===== src/rtl/ipdom_stack_mp.sv =====
// Multi-warp IPDOM divergence/reconvergence stack: one push and one pop per cycle
// on different warps, per-warp flush, registered pop responses and sticky error flags.
module ipdom_stack_mp #(
    parameter int WIDTH     = 32,
    parameter int DEPTH     = 8,
    parameter int NUM_WARPS = 4,
    parameter int NW_WIDTH  = (NUM_WARPS > 1) ? $clog2(NUM_WARPS) : 1,
    parameter int CNTW      = $clog2(DEPTH + 1)
) (
    input  logic                      clk,
    input  logic                      reset,
    input  logic                      push_valid,
    input  logic [NW_WIDTH-1:0]       push_wid,
    input  logic [WIDTH-1:0]          push_data,
    input  logic                      pop_valid,
    input  logic [NW_WIDTH-1:0]       pop_wid,
    input  logic                      flush_valid,
    input  logic [NW_WIDTH-1:0]       flush_wid,
    output logic                      rsp_valid,
    output logic [NW_WIDTH-1:0]       rsp_wid,
    output logic [WIDTH-1:0]          rsp_data,
    output logic                      rsp_idx,
    output logic [NUM_WARPS-1:0]      empty,
    output logic [NUM_WARPS-1:0]      full,
    output logic [NUM_WARPS*CNTW-1:0] count,
    output logic                      err_overflow,
    output logic                      err_underflow,
    output logic                      err_conflict
);
    localparam int SW = (DEPTH > 1) ? $clog2(DEPTH) : 1;
    localparam int AW = (NUM_WARPS * DEPTH > 1) ? $clog2(NUM_WARPS * DEPTH) : 1;

    logic [WIDTH-1:0] mem [NUM_WARPS*DEPTH];

    logic [CNTW-1:0]  count_q [NUM_WARPS];
    logic [CNTW-1:0]  count_d [NUM_WARPS];
    logic [DEPTH-1:0] taken_q [NUM_WARPS];
    logic [DEPTH-1:0] taken_d [NUM_WARPS];

    logic                rsp_valid_q;
    logic [NW_WIDTH-1:0] rsp_wid_q;
    logic [WIDTH-1:0]    rsp_data_q;
    logic                rsp_idx_q;
    logic                err_overflow_q;
    logic                err_underflow_q;
    logic                err_conflict_q;

    logic          push_hit, pop_hit, conflict_evt;
    logic          push_accept, pop_accept;
    logic          overflow_evt, underflow_evt;
    logic [SW-1:0] push_slot, pop_slot;
    logic          pop_taken;
    logic [AW-1:0] wr_addr, rd_addr;

    // Flush wins over push/pop to the same warp without raising any error.
    assign push_hit     = push_valid && !(flush_valid && flush_wid == push_wid);
    assign pop_hit      = pop_valid && !(flush_valid && flush_wid == pop_wid);
    assign conflict_evt = pop_hit && push_hit && (push_wid == pop_wid);

    assign push_accept   = push_hit && !full[push_wid];
    assign overflow_evt  = push_hit && full[push_wid];
    assign pop_accept    = pop_hit && !conflict_evt && !empty[pop_wid];
    assign underflow_evt = pop_hit && !conflict_evt && empty[pop_wid];

    assign push_slot = SW'(count_q[push_wid]);
    assign pop_slot  = SW'(count_q[pop_wid] - CNTW'(1));
    assign pop_taken = taken_q[pop_wid][pop_slot];

    // Slot-major address, equal to {slot, wid} when NUM_WARPS is a power of two.
    assign wr_addr = AW'(int'(push_slot) * NUM_WARPS + int'(push_wid));
    assign rd_addr = AW'(int'(pop_slot) * NUM_WARPS + int'(pop_wid));

    always_ff @(posedge clk) begin
        if (push_accept) begin
            mem[wr_addr] <= push_data;
        end
    end

    always_comb begin
        for (int w = 0; w < NUM_WARPS; w++) begin
            count_d[w] = count_q[w];
            taken_d[w] = taken_q[w];
            if (flush_valid && flush_wid == NW_WIDTH'(w)) begin
                count_d[w] = '0;
                taken_d[w] = '0;
            end else begin
                if (push_accept && push_wid == NW_WIDTH'(w)) begin
                    taken_d[w][push_slot] = 1'b0;
                    count_d[w]            = count_q[w] + CNTW'(1);
                end
                // First pop of an entry marks it taken; the second removes it.
                if (pop_accept && pop_wid == NW_WIDTH'(w)) begin
                    if (!pop_taken) begin
                        taken_d[w][pop_slot] = 1'b1;
                    end else begin
                        taken_d[w][pop_slot] = 1'b0;
                        count_d[w]           = count_q[w] - CNTW'(1);
                    end
                end
            end
        end
    end

    always_ff @(posedge clk) begin
        if (reset) begin
            for (int w = 0; w < NUM_WARPS; w++) begin
                count_q[w] <= '0;
                taken_q[w] <= '0;
            end
            rsp_valid_q     <= 1'b0;
            rsp_wid_q       <= '0;
            rsp_data_q      <= '0;
            rsp_idx_q       <= 1'b0;
            err_overflow_q  <= 1'b0;
            err_underflow_q <= 1'b0;
            err_conflict_q  <= 1'b0;
        end else begin
            for (int w = 0; w < NUM_WARPS; w++) begin
                count_q[w] <= count_d[w];
                taken_q[w] <= taken_d[w];
            end
            rsp_valid_q <= pop_accept;
            if (pop_accept) begin
                rsp_wid_q  <= pop_wid;
                rsp_data_q <= mem[rd_addr];
                rsp_idx_q  <= pop_taken;
            end
            if (overflow_evt)  err_overflow_q  <= 1'b1;
            if (underflow_evt) err_underflow_q <= 1'b1;
            if (conflict_evt)  err_conflict_q  <= 1'b1;
        end
    end

    genvar gi;
    generate
        for (gi = 0; gi < NUM_WARPS; gi++) begin : g_status
            assign empty[gi]                 = (count_q[gi] == '0);
            assign full[gi]                  = (count_q[gi] == CNTW'(DEPTH));
            assign count[gi*CNTW +: CNTW]    = count_q[gi];
        end
    endgenerate

    assign rsp_valid     = rsp_valid_q;
    assign rsp_wid       = rsp_wid_q;
    assign rsp_data      = rsp_data_q;
    assign rsp_idx       = rsp_idx_q;
    assign err_overflow  = err_overflow_q;
    assign err_underflow = err_underflow_q;
    assign err_conflict  = err_conflict_q;

endmodule


===== config.mk =====
export PLATFORM = sky130hd
export DESIGN_NAME = ipdom_stack_mp
export DESIGN_NICKNAME = d
export VERILOG_FILES = /design/src/rtl/ipdom_stack_mp.sv
export SDC_FILE = /design/constraint.sdc
export NUM_CORES = 1
export LEC_CHECK = 0
export ABC_AREA = 1
export CAP_MARGIN = 5
export CORE_MARGIN = 3
export CORE_UTILIZATION = 40
export CTS_CLUSTER_DIAMETER = 80
export CTS_CLUSTER_SIZE = 20
export DETAILED_ROUTE_END_ITERATION = 7
export PLACE_DENSITY = 0.54
export REMOVE_ABC_BUFFERS = 1
export SKIP_CTS_REPAIR_TIMING = 1
export SLEW_MARGIN = 20
export SYNTH_ARGS = -nofsm -noshare
export SYNTH_HDL_FRONTEND = slang
export SYNTH_SLANG_ARGS = --single-unit

===== constraint.sdc =====
create_clock -name clk -period 5 [get_ports clk]
set_input_delay 1 -clock clk [delete_from_list [all_inputs] [get_ports clk]]
set_output_delay 1 -clock clk [all_outputs]
set_load 0.02 [all_outputs]

# After elaboration in Yosys (flattened, before gate mapping)
# Memories as Yosys holds them, arrays and structs flattened. A register that Yosys moved wholly into a read port is not among the register bits.
# Cells that the tools add are included.
# classes
addsub	11
n_lt_le_gt_ge	6
eq_ne	16
muxes	59
bitwise_logic	22
n_reduce_logical	37
# op_table
op	count
$mux W8	24
$mux W4	20
$and A8 B8 Y8	8
$or A8 B8 Y8	4
$logic_and A1 B1 Y1	25
$add A4 B1 Y4 const B	4
$eq A4 B4 Y1 const B	4
$logic_not A4 Y1	4
$not A8 Y8	2
$sub A4 B1 Y4 const B	4
$eq A2 B2 Y1 const B	6
$add A5 B2 Y5	2
$mux W1	10
$lt A3 B4 Y1 const B	2
$or A1 B1 Y1	8
$demux W1 S3	2
$eq A2 B1 Y1 const B	3
$eq A2 B2 Y1	3
$ge A3 B1 Y1 const B	2
$logic_not A2 Y1	3
$lt A2 B3 Y1 const B	2
$logic_not A1 Y1	5
$bmux W1 S2	2
$bmux W1 S3	1
$sub A3 B1 Y3 const B	1
# word_totals
regBits	7
ram_bits	1072
input_bits	43
out_inout_bits	63
elab_cells	160
n_memories	3
# mem_list
name	depth	word_bits	read_ports	rd_clocked_by_memory_dff	write_ports	line_no	rtl
mem	32	32	1	1	1	33	logic [WIDTH-1:0] mem [NUM_WARPS*DEPTH];
taken_q	4	8	5	0	4	37	logic [DEPTH-1:0] taken_q [NUM_WARPS];
count_q	4	4	6	0	4	35	logic [CNTW-1:0] count_q [NUM_WARPS];

# Logic depth before layout (Yosys ltp)
# Gate-level depths: netlist of the first run.
# An unclocked memory read counts as a cell.
# logic_depth
word_depth	14
ltp_mapped	19
depth_no_buf	16

# Least setup slack after synthesis of the first run
# No wires, ideal clock.
# synth_path
path_type	input port to flip-flop
from	in push_wid[1]
to	mem mem[8][0] (enable)
t_arrival_ns	3.325
slack_ns	1.254
path_stages	8
path_cell_list	inv_1 -> nor2_1 -> nand3_1 -> nand4_1 -> nor2_1 -> nand2_1 -> clkbuf_1 -> nor2_1
# synth_between
elab_chain_len	7
# synth_rtl
element	line_no	rtl
start, declared	13	input logic [NW_WIDTH-1:0] push_wid,
parallel branches: the longest is 7 deep, another holds $add A5 B2 Y5	-	
end, declared	33	
# Several ways; the timed one is not identified. The select of a mux whose other input is x is not followed.

==> run metrics, run 1 <==
dpl ws 432.6 ps; Post-DRT Antenna Nets 0; maximum vdd drop 0.2733 mV; CTS tree yes; WHS 480.4 ps; status complete, no violations; final setup vio count 0; unrepaired setup endpoints after global routing false; Power Internal 13.25 mW; Synth Warn # 0; clock transition at the registers of the reported paths 80 ps; clk_lat worst skew 640 ps; routed wire length 121100 µm; CP required 5580 ps; core footprint 109200 µm²; Clock Sinks 1111; cell count along the critical path 13; Slew @ Worst Pin roughly 1100 ps; Die Ht approximately 340 µm; CP Class input pin to flop; DRT iter0 DRCs 2417; vias per cell 5.328; first-pass GRT wire length 179600 µm; Max-slew headroom 28.67%; Area Growth Syn to Fin 11.92%; die area 114500 µm²; Clock power frac 33.6%; Final Power 17.25 mW; Avg Inst Size Synth ~12 µm²; TritonCTS buffer count 68; design area 49440 µm²; Syn Std Cell Area roughly 44000 µm²; Yosys top cell area share 69.60%; Crit Path Max Fanout 36; Reg2Reg Depth 15; Final Hold Fails 0; sw frac 23.21%; Most common cell on crit path nand2_1; total grt overflow 0; sequential power share 59.3%; final core utilization a little under half; Arr. time, crit path 4530 ps; ys async rst share 0%; worst setup margin 1055 ps; Post-synth EDFFs 1024; hold path depth 1; largest stage delay on the critical path approximately 760 ps; WL per Instance 22.98 µm; final-stage net count 3789; Pre-antenna DRT Iters 5; clock skew between 30 and 40 ps; top cells by area, synth edfxtp_1 70%, nand2_1 11%, dfxtp_1 3.9%; Synth Flop Type edfxtp_1; DP Area roughly 47000 µm²; drt drc 0; FP Rows approximately 120; achievable frequency 0.2535 GHz; post-synth cell types 39; register bit count reported by yosys roughly 1100; share of cells above drive strength 1 6.435%; CTS root buffer clkbuf_16; sequential-to-total area share from yosys stat 73.55%; Startpoint Class input pin; crit path time final between 3000 and 4000 ps; Final Max Slew Viols 0; Leak 17.17 nW; Worst Path Buf+Inv 4; initial antenna violation count 2; clock buffer depth 3; via count 28073; Yosys top cell by area edfxtp_1; P_sw 4.005 mW; setup_tns 0 ps; worst path cell trace clkdlybuf4s50_1 > inv_4 > nor2_4 > buf_4 > a22oi_1 > nand2_1 > nand2_1 > nand2_2 > buf_4 > nand3_1 > o21ai_0 > nand2_1 > nor2_1; dpl hpwl 60780 µm; Comb pwr share 7.1%; non-filler instance count after layout 5269; Period Utilization, post-route around four fifths; # H-tree levels 3; gpl congestion 0.8262; gr usage total a little over a fifth; Placed Cells 5143; cell family with most CP delay buffers and inverters; critical path capture point type flop; port buffer count 105; vias in the first global route 27377; Crit-path slowest cell clkdlybuf4s50_1; Max Cap Viol 0; pin count of the biggest net entering global routing 141; Hold Path Class flop to flop; Die X between 300 and 400 µm; Post-Syn Instances 3675; Initial Utilization 40.47%; Ports approximately 110; PwrDens roughly 350 nW/µm²
power by group through the flow:
stage	logic, mW	clock network (mW)	registers [mW]
global route	1.35	6.23	10.2
CTS	1.23	5.92	10.2
finish	1.22	5.80	10.2
global placement	1.22	0	10.5
floorplan	0.647	0	10.5
detailed placement	1.23	0	10.5
cell type report:
| type | instances | area, µm² |
|---|---|---|
| antenna | 1 | 2.502 |
| clock buffer | 113 | 1923 |
| clock inverter | 12 | 137.6 |
| fill | 9944 | 59710 |
| inverter | 106 | 412.9 |
| multi-input combinational | 2261 | 10630 |
| sequential | 1111 | 32490 |
| tap | 1476 | 1847 |
| timing repair buffer | 189 | 1997 |
cell usage after synthesis, types with 7 or more instances:
master,instances
buf_2,72
o21ai_1,8
ha_1,9
nand2_1,1319
a21oi_1,79
o21a_1,33
nand4_1,23
dfxtp_1,87
edfxtp_1,1024
nor2_4,7
clkbuf_1,91
a22oi_1,209
nand3_1,306
inv_2,9
o21ai_0,115
nor2_1,116
inv_1,95
buf_1,18
xor2_1,9
buf_4,11
routing by layer:
layer	up-vias	share of wire (%)	track usage, %
li1	13044	-	-
met1	14167	46	30.12
met2	705	47	33.61
met3	155	5.1	2.615
met4	2	1.9	5.231
met5	-	0.011	0
logic make-up after synthesis:
kind of cell	synth area share (%)
simple gates	16.44
flops	73.55
compound gates	6.622
buf+inv	2.962
xor+xnor	0.1784
fa+ha+maj	0.2549
flip-flops by register name, indices dropped and copies added (netlist names):
signal / flops
count_q: 16
rsp_valid: 1
err_conflict: 1
rsp_data: 32
rsp_idx: 1
taken_q: 32
err_overflow: 1
rsp_wid: 2
mem: 1024
err_underflow: 1
cells in the final DEF, fill, tap and decap left out, drive strengths merged:
cell type         n
nor3              5
nand4            23
a22oi           209
clkinv            6
nand3b            1
o21ai           123
o211ai            2
dfxtp            87
nand2          1324
a221oi            1
a21boi            3
xor2              9
clkdlybuf4s50    93
clkinvlp          1
buf              96
o21a             33
ha                9
edfxtp         1024
diode             1
a21oi            79
nor2            125
nand3           308
o22ai             4
a31oi             1
o31ai             2
inv             111
clkbuf          113
worst paths after layout:
kind	from	endpoint	slack, ps
setup / recovery	pop_wid[0]	taken_q[2][2]	1060
hold / removal	err_underflow	err_underflow	480
setup reg to reg	count_q[0][0]	count_q[0][3]	1400
hold reg to reg	err_underflow	err_underflow	480
Note: power is estimated with default switching activity, not from simulation.
==> run 2, diff against run 1 <==
--- a/config.mk
+++ b/config.mk
@@ -12,7 +12,7 @@
 export CTS_CLUSTER_DIAMETER = 80
 export CTS_CLUSTER_SIZE = 20
 export DETAILED_ROUTE_END_ITERATION = 7
-export PLACE_DENSITY = 0.54
+export PLACE_DENSITY = 0.56
 export REMOVE_ABC_BUFFERS = 1
 export SKIP_CTS_REPAIR_TIMING = 1
 export SLEW_MARGIN = 20
==> constraint.sdc (replaced) <==
create_clock -name clk -period 3.6 [get_ports clk]
set_input_delay 0.72 -clock clk [delete_from_list [all_inputs] [get_ports clk]]
set_output_delay 0.72 -clock clk [all_outputs]
set_load 0.02 [all_outputs]
==> run 2 against run 1 <==
Core utilization is 1.3 points higher. Non-clock buffer count is 103 higher. Largest power group unchanged. Final cell count is 1.9% higher. Hold slack worse by 3.5 ps. Highest routed layer unchanged.
==> run metrics, run 2 (synthesized netlist as in run 1, its figures left out) <==
CP Class flop to primary output; dpl hpwl 70200 µm; dpl ws 60.93 ps; clock buffer depth 3; worst path cell trace inv_1 > ha_1 > inv_1 > nor2_1 > inv_1 > nor2_1 > clkdlybuf4s50_1; Final Hold Fails 0; DP Area 48810 µm²; Final Power between 20 and 25 mW; Final Max Slew Viols 0; hold wc startpoint err_conflict; clock skew 35.19 ps; via count 28384; Leak 17.88 nW; Ports 106; gpl congestion 0.8291; hold path depth 2; Hold Path End err_conflict; worst setup margin 246.0 ps; Pre-antenna DRT Iters 8; Max Cap Viol 0; crit path time final 3354 ps; port buffer count 105; Top reg by flops mem; non-filler instance count after layout 5371; Max-slew headroom 29.56%; first-pass GRT wire length 181100 µm; vias in the first global route about 28000; FILL cells 9811; WL per Instance 22.75 µm; Arr. time, crit path roughly 2600 ps; unrepaired setup endpoints after global routing false; Most common cell on crit path inv_1; Crit Path Max Fanout 6; Die X around 340 µm; PwrDens ~470 nW/µm²; Crit-path slowest cell clkdlybuf4s50_1; initial antenna violation count 2; most frequent cells in the layout 1319 x nand2_1, 1024 x edfxtp_1, 306 x nand3_1; DRT iter0 DRCs 2486; final setup vio count 0; Post-DRT Antenna Nets 0; core footprint 109200 µm²; Hold Path Class flop to flop; die area 114500 µm²; pin count of the biggest net entering global routing 105; vias per cell 5.285; critical path capture point type primary output; largest stage delay on the critical path 700 ps; final core utilization 46.60%; CTS root buffer clkbuf_16; achievable frequency 0.2982 GHz; clock transition at the registers of the reported paths approximately 70 ps; WHS 476.9 ps; Initial Utilization 40.47%; routed wire length approximately 120000 µm; TritonCTS buffer count 68; FF-to-FF End mem[14][18]; maximum vdd drop 0.3132 mV; Slew @ Worst Pin 1053 ps; design area 50870 µm²; gr usage total 21.00%; FP Rows between 100 and 150; setup_tns 0 ps; max reg flops 1024; CP required 2880 ps; Clock Sinks 1111; Area Growth Syn to Fin 15.15%; FF-to-FF setup slack ~700 ps; Startpoint Class flop; most common cell after layout, fill and taps aside nand2_1; Placed Cells ~5200; final-stage net count between 3000 and 4000; clk_lat worst skew 660 ps; Die Ht 338.3 µm; CTS tree yes; Period Utilization, post-route 93.17%; Reg2Reg Depth 11; cell family with most CP delay buffers and inverters; total grt overflow 0; # H-tree levels 3; status complete, no violations; drt drc 0; Worst Path Buf+Inv 4; share of cells above drive strength 1 8.757%; Critical R2R Launch count_q[3][0]
-- run 2: worst max path at each step --
stage / startpoint / to / cells past startpoint
floorplan: pop_wid[1] / count_q[0][3] / 13
global placement: pop_wid[1] / count_q[3][3] / 15
detailed placement: pop_wid[1] / count_q[3][3] / 15
CTS: count_q[2][0] / empty[2] / 7
global route: count_q[2][0] / empty[2] / 7
finish: count_q[2][0] / empty[2] / 7
-- run 2: worst reg2reg max path, cell delays in order (launching register included) --
cell and delay (ps):
dfxtp_1 520, inv_1 160, ha_1 260, nand2_1 90, nor2_1 80, nand2_1 80, nand4_1 100, nor2_1 270
nand2_1 260, buf_12 240, nor2_4 230, buf_12 260
-- run 2: power breakdown --
group / total (mW) / switching (mW) / internal, mW
combinational: 1.80 / 1.23 / 0.568
sequential: 14.2 / 0.0519 / 14.2
clock: 8.11 / 4.31 / 3.81
-- run 2: final cells by class --
cell class	instances	area [µm²]	area share (%)
diodes	1	2.502	0.004919
clock inverters	14	162.7	0.3197
clock buffers	110	1912	3.758
flip-flops and latches	1111	32490	63.87
well taps	1476	1847	3.630
repair buffers	292	3411	6.705
multi-input cells	2261	10630	20.90
inverters	106	411.6	0.8092
-- run 2: per-layer routing --
metal  up-vias  GRT usage [%]  share of wire (%)
met3       159          2.884                5.7
met4         2          5.757                2.4
li1      13250              -                  -
met5         -              0             0.0098
met2       806          35.18                 48
met1     14167          28.78                 44
==> run 3, diff against run 2 <==
--- a/config.mk
+++ b/config.mk
@@ -12,6 +12,7 @@
 export CTS_CLUSTER_DIAMETER = 80
 export CTS_CLUSTER_SIZE = 20
 export DETAILED_ROUTE_END_ITERATION = 7
+export GPL_TIMING_DRIVEN = 0
 export PLACE_DENSITY = 0.56
 export REMOVE_ABC_BUFFERS = 1
 export SKIP_CTS_REPAIR_TIMING = 1
==> run 3 against run 2 <==
Clock power down 1%. Critical path type is now flop to flop. Combinational power up 3%. Worst setup slack worse by 180 ps. Critical endpoint is now mem[31][13].
==> run metrics, run 3 (synthesized netlist as in run 1, its figures left out) <==
clock transition at the registers of the reported paths around 80 ps; core footprint ~110000 µm²; setup_tns 0 ps; Final Max Slew Viols 0; CP required roughly 3900 ps; DRT iter0 DRCs 2639; CTS root buffer clkbuf_16; # H-tree levels 3; clock buffer depth 3; Post-DRT Antenna Nets 0; WL per Instance 22.18 µm; Initial Utilization 40.47%; Period Utilization, post-route 98.22%; unrepaired setup endpoints after global routing true; Final Hold Fails 0; hold wc startpoint err_underflow; final-stage net count 3839; maximum vdd drop between 0.3 and 0.4 mV; TritonCTS buffer count a little under 70; Startpoint Class flop; die area 114500 µm²; Power Internal 18.60 mW; final core utilization 47.14%; Hold Path End err_underflow; via count 28070; achievable frequency 0.2828 GHz; crit path time final 3536 ps; CTS tree yes; pin count of the biggest net entering global routing 94; P_sw 5.485 mW; total grt overflow 0; Reg2Reg Depth 12; share of cells above drive strength 1 7.630%; Arr. time, crit path between 3000 and 4000 ps; vias per cell approximately 5.3; Leak 17.93 nW; PwrDens between 400 and 500 nW/µm²; CP Class flop to flop; first-pass GRT wire length 173500 µm; clk_lat worst skew roughly 640 ps; most common cell after layout, fill and taps aside nand2_1; non-filler instance count after layout 5318; Area Growth Syn to Fin 16.48%; drt drc 0; gr usage total between 10% and 20%; Crit Path Max Fanout 23; Placed Cells between 5000 and 6000; WHS 477.8 ps; FP Rows 121; gpl congestion a little over 0.8; vias in the first global route around 27000; final setup vio count 0; Clock power frac ~33%; Ports between 100 and 150; Slew @ Worst Pin 1109 ps; initial antenna violation count 3; Pre-antenna DRT Iters 5; sequential power share 59.0%; Clock Sinks 1111; dpl hpwl between 70000 and 80000 µm; hold path depth 1; critical path capture point type flop; Max-slew headroom 25.86%; FF-to-FF setup slack 60 ps; clock skew ~21 ps; Max Cap Viol 0; Die X 338.3 µm; Top reg by flops mem; routed wire length 118000 µm; FF-to-FF End mem[31][13]; max reg flops 1024; Hold Path Class flop to flop; sw frac 22.78%; port buffer count roughly 110; most frequent cells in the layout 1312 x nand2_1, 1024 x edfxtp_1, 306 x nand3_1; Comb pwr share under 10%; Die Ht around 340 µm; status complete, no violations; Critical R2R Launch count_q[3][0]
run 3: worst max path at each step:
stage | slack [ps] | depth (start not counted) | endpoint | startpoint
6_report | 60 | 12 | mem[31][13] | count_q[3][0]
5_1_grt | -140 | 15 | count_q[0][3] | count_q[3][0]
4_1_cts | -2370 | 15 | count_q[0][3] | pop_wid[1]
3_5_place_dp | -3050 | 15 | count_q[0][3] | pop_wid[1]
3_3_place_gp | -21990 | 14 | count_q[0][3] | pop_wid[0]
2_1_floorplan | -7350 | 13 | count_q[0][3] | pop_wid[1]
run 3: area by class of cell:
class                           count  area (µm²)
Inverter                          106       452.9
Sequential cell                  1111       32490
Timing Repair Buffer              238        3933
Fill cell                        9596       57700
Multi-Input combinational cell   2262       10680
Tap cell                         1476        1847
Clock inverter                     11       122.6
Clock buffer                      112        1931
Antenna cell                        2       5.005
run 3: worst max-delay path: stages (launching register included):
cell and delay, ps:
dfxtp_1 520, inv_1 160, ha_1 270, nand2_1 100, nor2_1 80, nand2_1 70
nand4_1 110, nor2_1 410, nand2_2 520, inv_1 240, nand2_1 160, inv_4 250
buf_16 260
run 3: stage by stage:
stage / total power, mW / setup slack, ps / instance area, µm²
after floorplan: 15.44 / -7352 / 43270
after global placement: 16.31 / -21990 / 46170
after detailed placement: 16.34 / -3049 / 49120
after CTS: 24.27 / -2369 / 51170
after global routing: 24.91 / -143.9 / 51460
final: 24.08 / 63.99 / 51460
run 3: metal layers:
| metal | part of all wire (%) | vias to the layer above | GRT usage [%] |
|---|---|---|---|
| met3 | 5.8 | 148 | 2.660 |
| met4 | 2.0 | 0 | 5.476 |
| met1 | 45 | 13959 | 28.23 |
| li1 | - | 13166 | - |
| met5 | 0 | - | 0 |
| met2 | 48 | 797 | 32.61 |
run 3: power by group through the flow:
stage / Sequential, mW / Clock, mW / Combinational [mW]
detailed placement: 14.5 / 0 / 1.83
global route: 14.2 / 8.67 / 2.03
CTS: 14.2 / 8.22 / 1.84
global placement: 14.5 / 0 / 1.80
floorplan: 14.5 / 0 / 0.899
finish: 14.2 / 8.03 / 1.85
